## src/rtl/crono_display.sv

```systemverilog
// crono_display: converts the chronometer count (cc, SS, MM, HH) to BCD and scans it onto an 8-digit active-low 7-segment display.
// Latency: 15 cycles from input sample (LOAD) to the displayed digits; segment/anode/dp outputs follow 1 cycle later.
// Backpressure: none; a conversion request arriving while a conversion is running is dropped, never queued.
module crono_display #(
  parameter int SCAN_DIV = 50000,
  parameter bit LZ_BLANK = 1'b0
) (
  input  logic        clk,
  input  logic        rst_n,
  input  logic [12:0] seg,
  input  logic [5:0]  minu,
  input  logic [4:0]  h,
  input  logic        blank,
  output logic [6:0]  seg7_n,
  output logic        dp_n,
  output logic [7:0]  an_n,
  output logic        busy
);

  localparam int            CW      = (SCAN_DIV > 1) ? $clog2(SCAN_DIV) : 1;
  localparam logic [CW-1:0] CNT_MAX = CW'(SCAN_DIV - 1);

  typedef enum logic [1:0] {
    ST_IDLE   = 2'd0,
    ST_LOAD   = 2'd1,
    ST_SHIFT  = 2'd2,
    ST_COMMIT = 2'd3
  } state_t;

  state_t        state_q, state_d;
  logic          first_q;
  logic [CW-1:0] cnt_q;
  logic [2:0]    idx_q;
  logic          tick;
  logic [3:0]    iter_q;

  // Shift sources (MSB enters the accumulators) and BCD accumulators.
  logic [12:0]   src_s_q, src_m_q, src_h_q;
  logic [15:0]   acc_s_q, acc_s_d;
  logic [7:0]    acc_m_q, acc_m_d;
  logic [7:0]    acc_h_q, acc_h_d;
  logic [12:0]   seg_sat;
  logic [5:0]    minu_sat;
  logic [4:0]    h_sat;

  // Displayed digits, nibble i = digit i (digit 0 = rightmost).
  logic [31:0]   disp_q;
  logic [3:0]    cur_dig;

  logic [6:0]    seg7_n_q, seg7_n_d;
  logic          dp_n_q, dp_n_d;
  logic [7:0]    an_n_q, an_n_d;

  // Add 3 to each BCD nibble that is 5 or more, ahead of the next left shift.
  function automatic logic [7:0] adj8(input logic [7:0] v);
    logic [3:0] lo, hi;
    lo = v[3:0];
    hi = v[7:4];
    if (lo >= 4'd5) lo = lo + 4'd3;
    if (hi >= 4'd5) hi = hi + 4'd3;
    return {hi, lo};
  endfunction

  // Active-low {g,f,e,d,c,b,a} pattern for one BCD digit; non-decimal codes are dark.
  function automatic logic [6:0] dec7(input logic [3:0] d);
    case (d)
      4'd0:    return 7'b1000000;
      4'd1:    return 7'b1111001;
      4'd2:    return 7'b0100100;
      4'd3:    return 7'b0110000;
      4'd4:    return 7'b0011001;
      4'd5:    return 7'b0010010;
      4'd6:    return 7'b0000010;
      4'd7:    return 7'b1111000;
      4'd8:    return 7'b0000000;
      4'd9:    return 7'b0010000;
      default: return 7'b1111111;
    endcase
  endfunction

  assign tick = (cnt_q == CNT_MAX);

  // Digit-slot timer and the current digit index; both keep running while blanked.
  always_ff @(posedge clk or negedge rst_n) begin
    if (!rst_n) begin
      cnt_q <= '0;
      idx_q <= '0;
    end else if (tick) begin
      cnt_q <= '0;
      idx_q <= idx_q + 3'd1;
    end else begin
      cnt_q <= cnt_q + CW'(1);
    end
  end

  // State register; first_q requests one conversion right after reset release.
  always_ff @(posedge clk or negedge rst_n) begin
    if (!rst_n) begin
      state_q <= ST_IDLE;
      first_q <= 1'b1;
    end else begin
      state_q <= state_d;
      first_q <= 1'b0;
    end
  end

  // Next state: start only from IDLE, so requests during a conversion are lost.
  always_comb begin
    state_d = state_q;
    case (state_q)
      ST_IDLE:   if (first_q || (tick && idx_q == 3'd7)) state_d = ST_LOAD;
      ST_LOAD:   state_d = ST_SHIFT;
      ST_SHIFT:  if (iter_q == 4'd12) state_d = ST_COMMIT;
      ST_COMMIT: state_d = ST_IDLE;
      default:   state_d = ST_IDLE;
    endcase
  end

  // Input saturation and one double-dabble step for all three engines.
  always_comb begin
    seg_sat  = (seg  > 13'd5999) ? 13'd5999 : seg;
    minu_sat = (minu > 6'd59)    ? 6'd59    : minu;
    h_sat    = (h    > 5'd23)    ? 5'd23    : h;
    acc_s_d  = ({adj8(acc_s_q[15:8]), adj8(acc_s_q[7:0])} << 1) | {15'd0, src_s_q[12]};
    acc_m_d  = (adj8(acc_m_q) << 1) | {7'd0, src_m_q[12]};
    acc_h_d  = (adj8(acc_h_q) << 1) | {7'd0, src_h_q[12]};
  end

  // Conversion datapath; the displayed digits only change in COMMIT, all at once.
  always_ff @(posedge clk or negedge rst_n) begin
    if (!rst_n) begin
      src_s_q <= '0;
      src_m_q <= '0;
      src_h_q <= '0;
      acc_s_q <= '0;
      acc_m_q <= '0;
      acc_h_q <= '0;
      iter_q  <= '0;
      disp_q  <= '0;
    end else begin
      case (state_q)
        ST_LOAD: begin
          src_s_q <= seg_sat;
          src_m_q <= {7'd0, minu_sat};
          src_h_q <= {8'd0, h_sat};
          acc_s_q <= '0;
          acc_m_q <= '0;
          acc_h_q <= '0;
          iter_q  <= '0;
        end
        ST_SHIFT: begin
          acc_s_q <= acc_s_d;
          acc_m_q <= acc_m_d;
          acc_h_q <= acc_h_d;
          src_s_q <= src_s_q << 1;
          src_m_q <= src_m_q << 1;
          src_h_q <= src_h_q << 1;
          iter_q  <= iter_q + 4'd1;
        end
        ST_COMMIT: disp_q <= {acc_h_q, acc_m_q, acc_s_q};
        default: ;
      endcase
    end
  end

  // Decode of the current slot: segments, anode and separator dots (after cc, SS, MM).
  always_comb begin
    cur_dig  = disp_q[{idx_q, 2'b00} +: 4];
    seg7_n_d = dec7(cur_dig);
    if (LZ_BLANK && idx_q == 3'd7 && cur_dig == 4'd0) seg7_n_d = 7'h7F;
    an_n_d   = blank ? 8'hFF : ~(8'd1 << idx_q);
    dp_n_d   = blank | ~(idx_q == 3'd2 || idx_q == 3'd4 || idx_q == 3'd6);
  end

  // Registered display drive.
  always_ff @(posedge clk or negedge rst_n) begin
    if (!rst_n) begin
      seg7_n_q <= 7'h7F;
      dp_n_q   <= 1'b1;
      an_n_q   <= 8'hFF;
    end else begin
      seg7_n_q <= seg7_n_d;
      dp_n_q   <= dp_n_d;
      an_n_q   <= an_n_d;
    end
  end

  assign seg7_n = seg7_n_q;
  assign dp_n   = dp_n_q;
  assign an_n   = an_n_q;
  assign busy   = (state_q != ST_IDLE);

endmodule

```

## config.mk

```make
export PLATFORM = sky130hd
export DESIGN_NAME = crono_display
export DESIGN_NICKNAME = d
export VERILOG_FILES = /design/src/rtl/crono_display.sv
export SDC_FILE = /design/constraint.sdc
export NUM_CORES = 1
export LEC_CHECK = 0
export BUFFER_PORTS_ARGS = -buffer_cell sky130_fd_sc_hd__buf_4
export CAP_MARGIN = 20
export CORE_ASPECT_RATIO = 1.2
export CORE_MARGIN = 3
export CORE_UTILIZATION = 55
export CTS_CLUSTER_SIZE = 16
export DETAILED_ROUTE_END_ITERATION = 16
export PLACE_DENSITY_LB_ADDON = 0.15
export RECOVER_POWER = 50
export SYNTH_ARGS = -nofsm -noshare
export SYNTH_HDL_FRONTEND = slang
export SYNTH_SLANG_ARGS = --single-unit
```

## constraint.sdc

```tcl
create_clock -name clk -period 2.5 [get_ports clk]
set_clock_uncertainty 0.2 [all_clocks]
set_input_delay 0.5 -clock clk [delete_from_list [all_inputs] [get_ports clk]]
set_output_delay 0.5 -clock clk [all_outputs]
set_load 0.03 [all_outputs]
```

==> impl_metrics.py <==
metrics = {
    "place": {
        "place_hpwl_um": 9060,
        "dp_slack_ps": 44.4,
        "io_buffer_count": 43,
        "gp_congestion": 0.803,
    },
    "cells_and_area": {
        "drive_above_1_share_pct": 23.2,
        "antenna_cells": 0,
        "finalNetCount": 741,
        "finish.utilization_pct": 66.2,
        "syn2layout_area_growth_pct": 16.4,
        "num-fill-cells": 967,
    },
    "worst_setup_path": {
        "crit_type": "flop to flop",
        "crit_arrival_ps": 2490,
        "start_kind": "flop",
        "r2r_setup_slack_ps": 160,
        "worstPathMaxFanout": 6,
        "ff2ff_path_depth": 8,
        "required_ps": 2650,
        "cp-end-kind": "flop",
    },
    "drt": {
        "via_count": 4744,
        "drtPass1Iterations": 5,
        "wl_per_cell_um": 15.3,
        "viasPerCell": 5.55,
        "drt_iter0_drc": 289,
        "wl_um": 13100,
        "drc": 0,
        "ant_nets": 0,
    },
    "pwr": {
        "clkPwrFrac_pct": 31.2,
        "p_sw_share_pct": 33.8,
        "power.density_nw_per_um2": 1000,
        "ir_worst_vdd_v": 0.000748,
        "seqPwrFrac_pct": 35.6,
        "netSwitchingPower_w": 0.00276,
        "combPwrFrac_pct": 33.2,
        "internal_power_w": 0.00539,
        "leakage_nw": 3.67,
    },
    "timing": {
        "worst_slew_pin_slew_ps": 689,
        "fmax_mhz": 428,
        "fin_ws_ps": 162,
        "relSlewSlack_pct": 54.0,
        "setup_viol": 0,
        "fin_crit_sh_pct": 93.5,
        "final-hold-violation-count": 0,
        "slew_viol_final": 0,
        "rsz0062_at_grt": "no",
        "timing.setup.tns_ps": 0,
        "layout_min_cycle_time_ps": 2340,
    },
    "logic_synthesis": {
        "async_reset_ff_share_pct": 100,
        "syn-num-nets": 697,
        "synth_warnings": 0,
        "avgSynthCellArea_um2": 11.0,
        "synth.most_common_cell": "dfrtp_1",
        "post-synth-top-area-cell": "dfrtp_1",
        "ys_types": 49,
        "synth.area.top_cells": "dfrtp_1, dfstp_2, mux2_2",
        "synth_top_area_share_pct": 45.8,
        "yosys-top-cells-count": "dfrtp_1, inv_1, o21ai_0, nor2_1, mux2_2",
        "syn-cell-area_um2": 6990,
        "ys_seq_elements": 145,
        "synth-main-ff-cell": "dfrtp_1",
        "yosysSeqAreaShare_pct": 52.2,
        "synthCells": 637,
        "synth_edf_count": 0,
    },
    "grt": {
        "grtUsageTotal_pct": 20.6,
        "grt_pass1_vias": 4737,
        "gr-total-overflow": 0,
        "grt_max_degree": 61,
        "antenna_found_initial": 0,
        "grt_pass1_wl_um": 22500,
    },
    "floorplanning": {
        "initial_core_util_pct": 56.9,
        "rows": 44,
        "fp.dieW_um": 109,
        "dieArea_um2": 14100,
        "top_level_ports": 44,
        "fp.dieH_um": 129,
        "core_area_um2": 12300,
    },
    "clocking": {
        "cts_made_buffers": 17,
        "clock_path_buffers": 2,
        "clock_tree.root_cell": "clkbuf_16",
        "h-tree-depth": 4,
        "post_cts_buffers": 0,
        "clock-sinks": 145,
        "insertion_delay_ps": 420,
        "path_clk_slew_ps": 60,
        "cts_tree": "done",
    },
    "outcome": {
        "status": "complete, no violations",
    },
    "worst_hold_path": {
        "min_path_type": "input pin to flop",
        "whs_path_depth": 2,
    },
    "job": {
        "cap_violations": 0,
    },
}
## repair_timing
action                     in CTS  in global routing
resized for setup               0                  2
hold buffers                    1                  0
hold endpoints to repair       56                  0
setup endpoints to repair       0                  5
## per-layer routing
layer / vias up / GRT usage [%] / wire length (µm)
li1: 2302 / - / -
met1: 2346 / 25.1 / 5670
met2: 74 / 34.3 / 6770
met3: 22 / 5.63 / 404
met4: 0 / 8.62 / 269
met5: - / 0 / 0
## state kept, by name (all words and copies together), names as in the netlist, 4 cells and up
| register | flops |
|---|---|
| disp_q | 32 |
| acc_s_q | 16 |
| cnt_q | 16 |
| src_h_q | 13 |
| src_m_q | 13 |
| src_s_q | 13 |
| acc_h_q | 8 |
| acc_m_q | 8 |
| an_n | 8 |
| seg7_n | 7 |
| iter_q | 4 |
## cells by family after synthesis
group / synth area share [%]
simple gates: 10.8
flops: 52.2
compound gates: 11.2
buf+inv: 5.28
mux: 11.0
fa+ha+maj: 5.91
xor+xnor: 3.51
other cells: 0.0537
## power by group through the flow
stage	sequential [W]	combinational, W	clock, W
floorplan	0.00294	0.00187	0
global placement	0.00292	0.00261	0
detailed placement	0.00293	0.00272	0
CTS	0.00290	0.00273	0.00258
global route	0.00294	0.00302	0.00270
finish	0.00290	0.00271	0.00254
## cell type report
class | count | area [µm²] | share of cell area, %
multi-input combinational | 398 | 2990 | 36.7
clock inverter | 15 | 168 | 2.06
sequential | 145 | 3650 | 44.9
timing repair buffer | 58 | 469 | 5.77
clock buffer | 17 | 425 | 5.23
inverter | 61 | 229 | 2.82
tap | 161 | 201 | 2.48
## layout by cell type (no fill, tap or decap), types with 8 or more instances in the layout
cell         n
dfrtp_1    127
inv_1       60
o21ai_0     51
buf_4       49
nor2_1      41
mux2_2      38
a21oi_1     37
ha_1        31
nand3_1     28
xnor2_1     22
nand2_1     22
o22ai_1     17
dfstp_2     17
clkbuf_16   17
and3_1      13
nand2b_1    12
nand3b_1     8
o221a_2      8
nor3_1       8
## worst paths after layout
kind,from,endpoint
worst max-delay path,idx_q[0]$_DFFE_PN0N_,seg7_n[3]$_DFF_PN1_
worst min-delay path,blank,an_n[7]$_DFF_PN1_
worst max register to register,idx_q[0]$_DFFE_PN0N_,seg7_n[3]$_DFF_PN1_
worst min register to register,iter_q[3]$_DFFE_PN0P_,iter_q[3]$_DFFE_PN0P_
min in group asynchronous,rst_n,cnt_q[5]$_DFF_PN0_
max in group asynchronous,rst_n,src_h_q[11]$_DFFE_PN0P_
## metrics by stage
stage / area [µm²] / hold WS (ps) / std cells / total power [W]
4_1_cts: 8160 / 96.1 / 855 / 0.00822
3_3_place_gp: 7560 / 270 / 822 / 0.00553
2_1_floorplan: 6990 / 4.41 / 637 / 0.00480
5_1_grt: 8130 / 103 / 855 / 0.00866
3_5_place_dp: 7560 / 276 / 822 / 0.00566
6_report: 8130 / 108 / 855 / 0.00814
## worst max-delay path, cell delays in order, from the launching register on
cell and delay (ps):
dfrtp_2 430, buf_4 160, mux4_1 560, mux2i_2 280, inv_1 130, ha_1 200, nor2_1 120, o21a_2 140
a21oi_1 40
(Power assumes the default switching activity.)
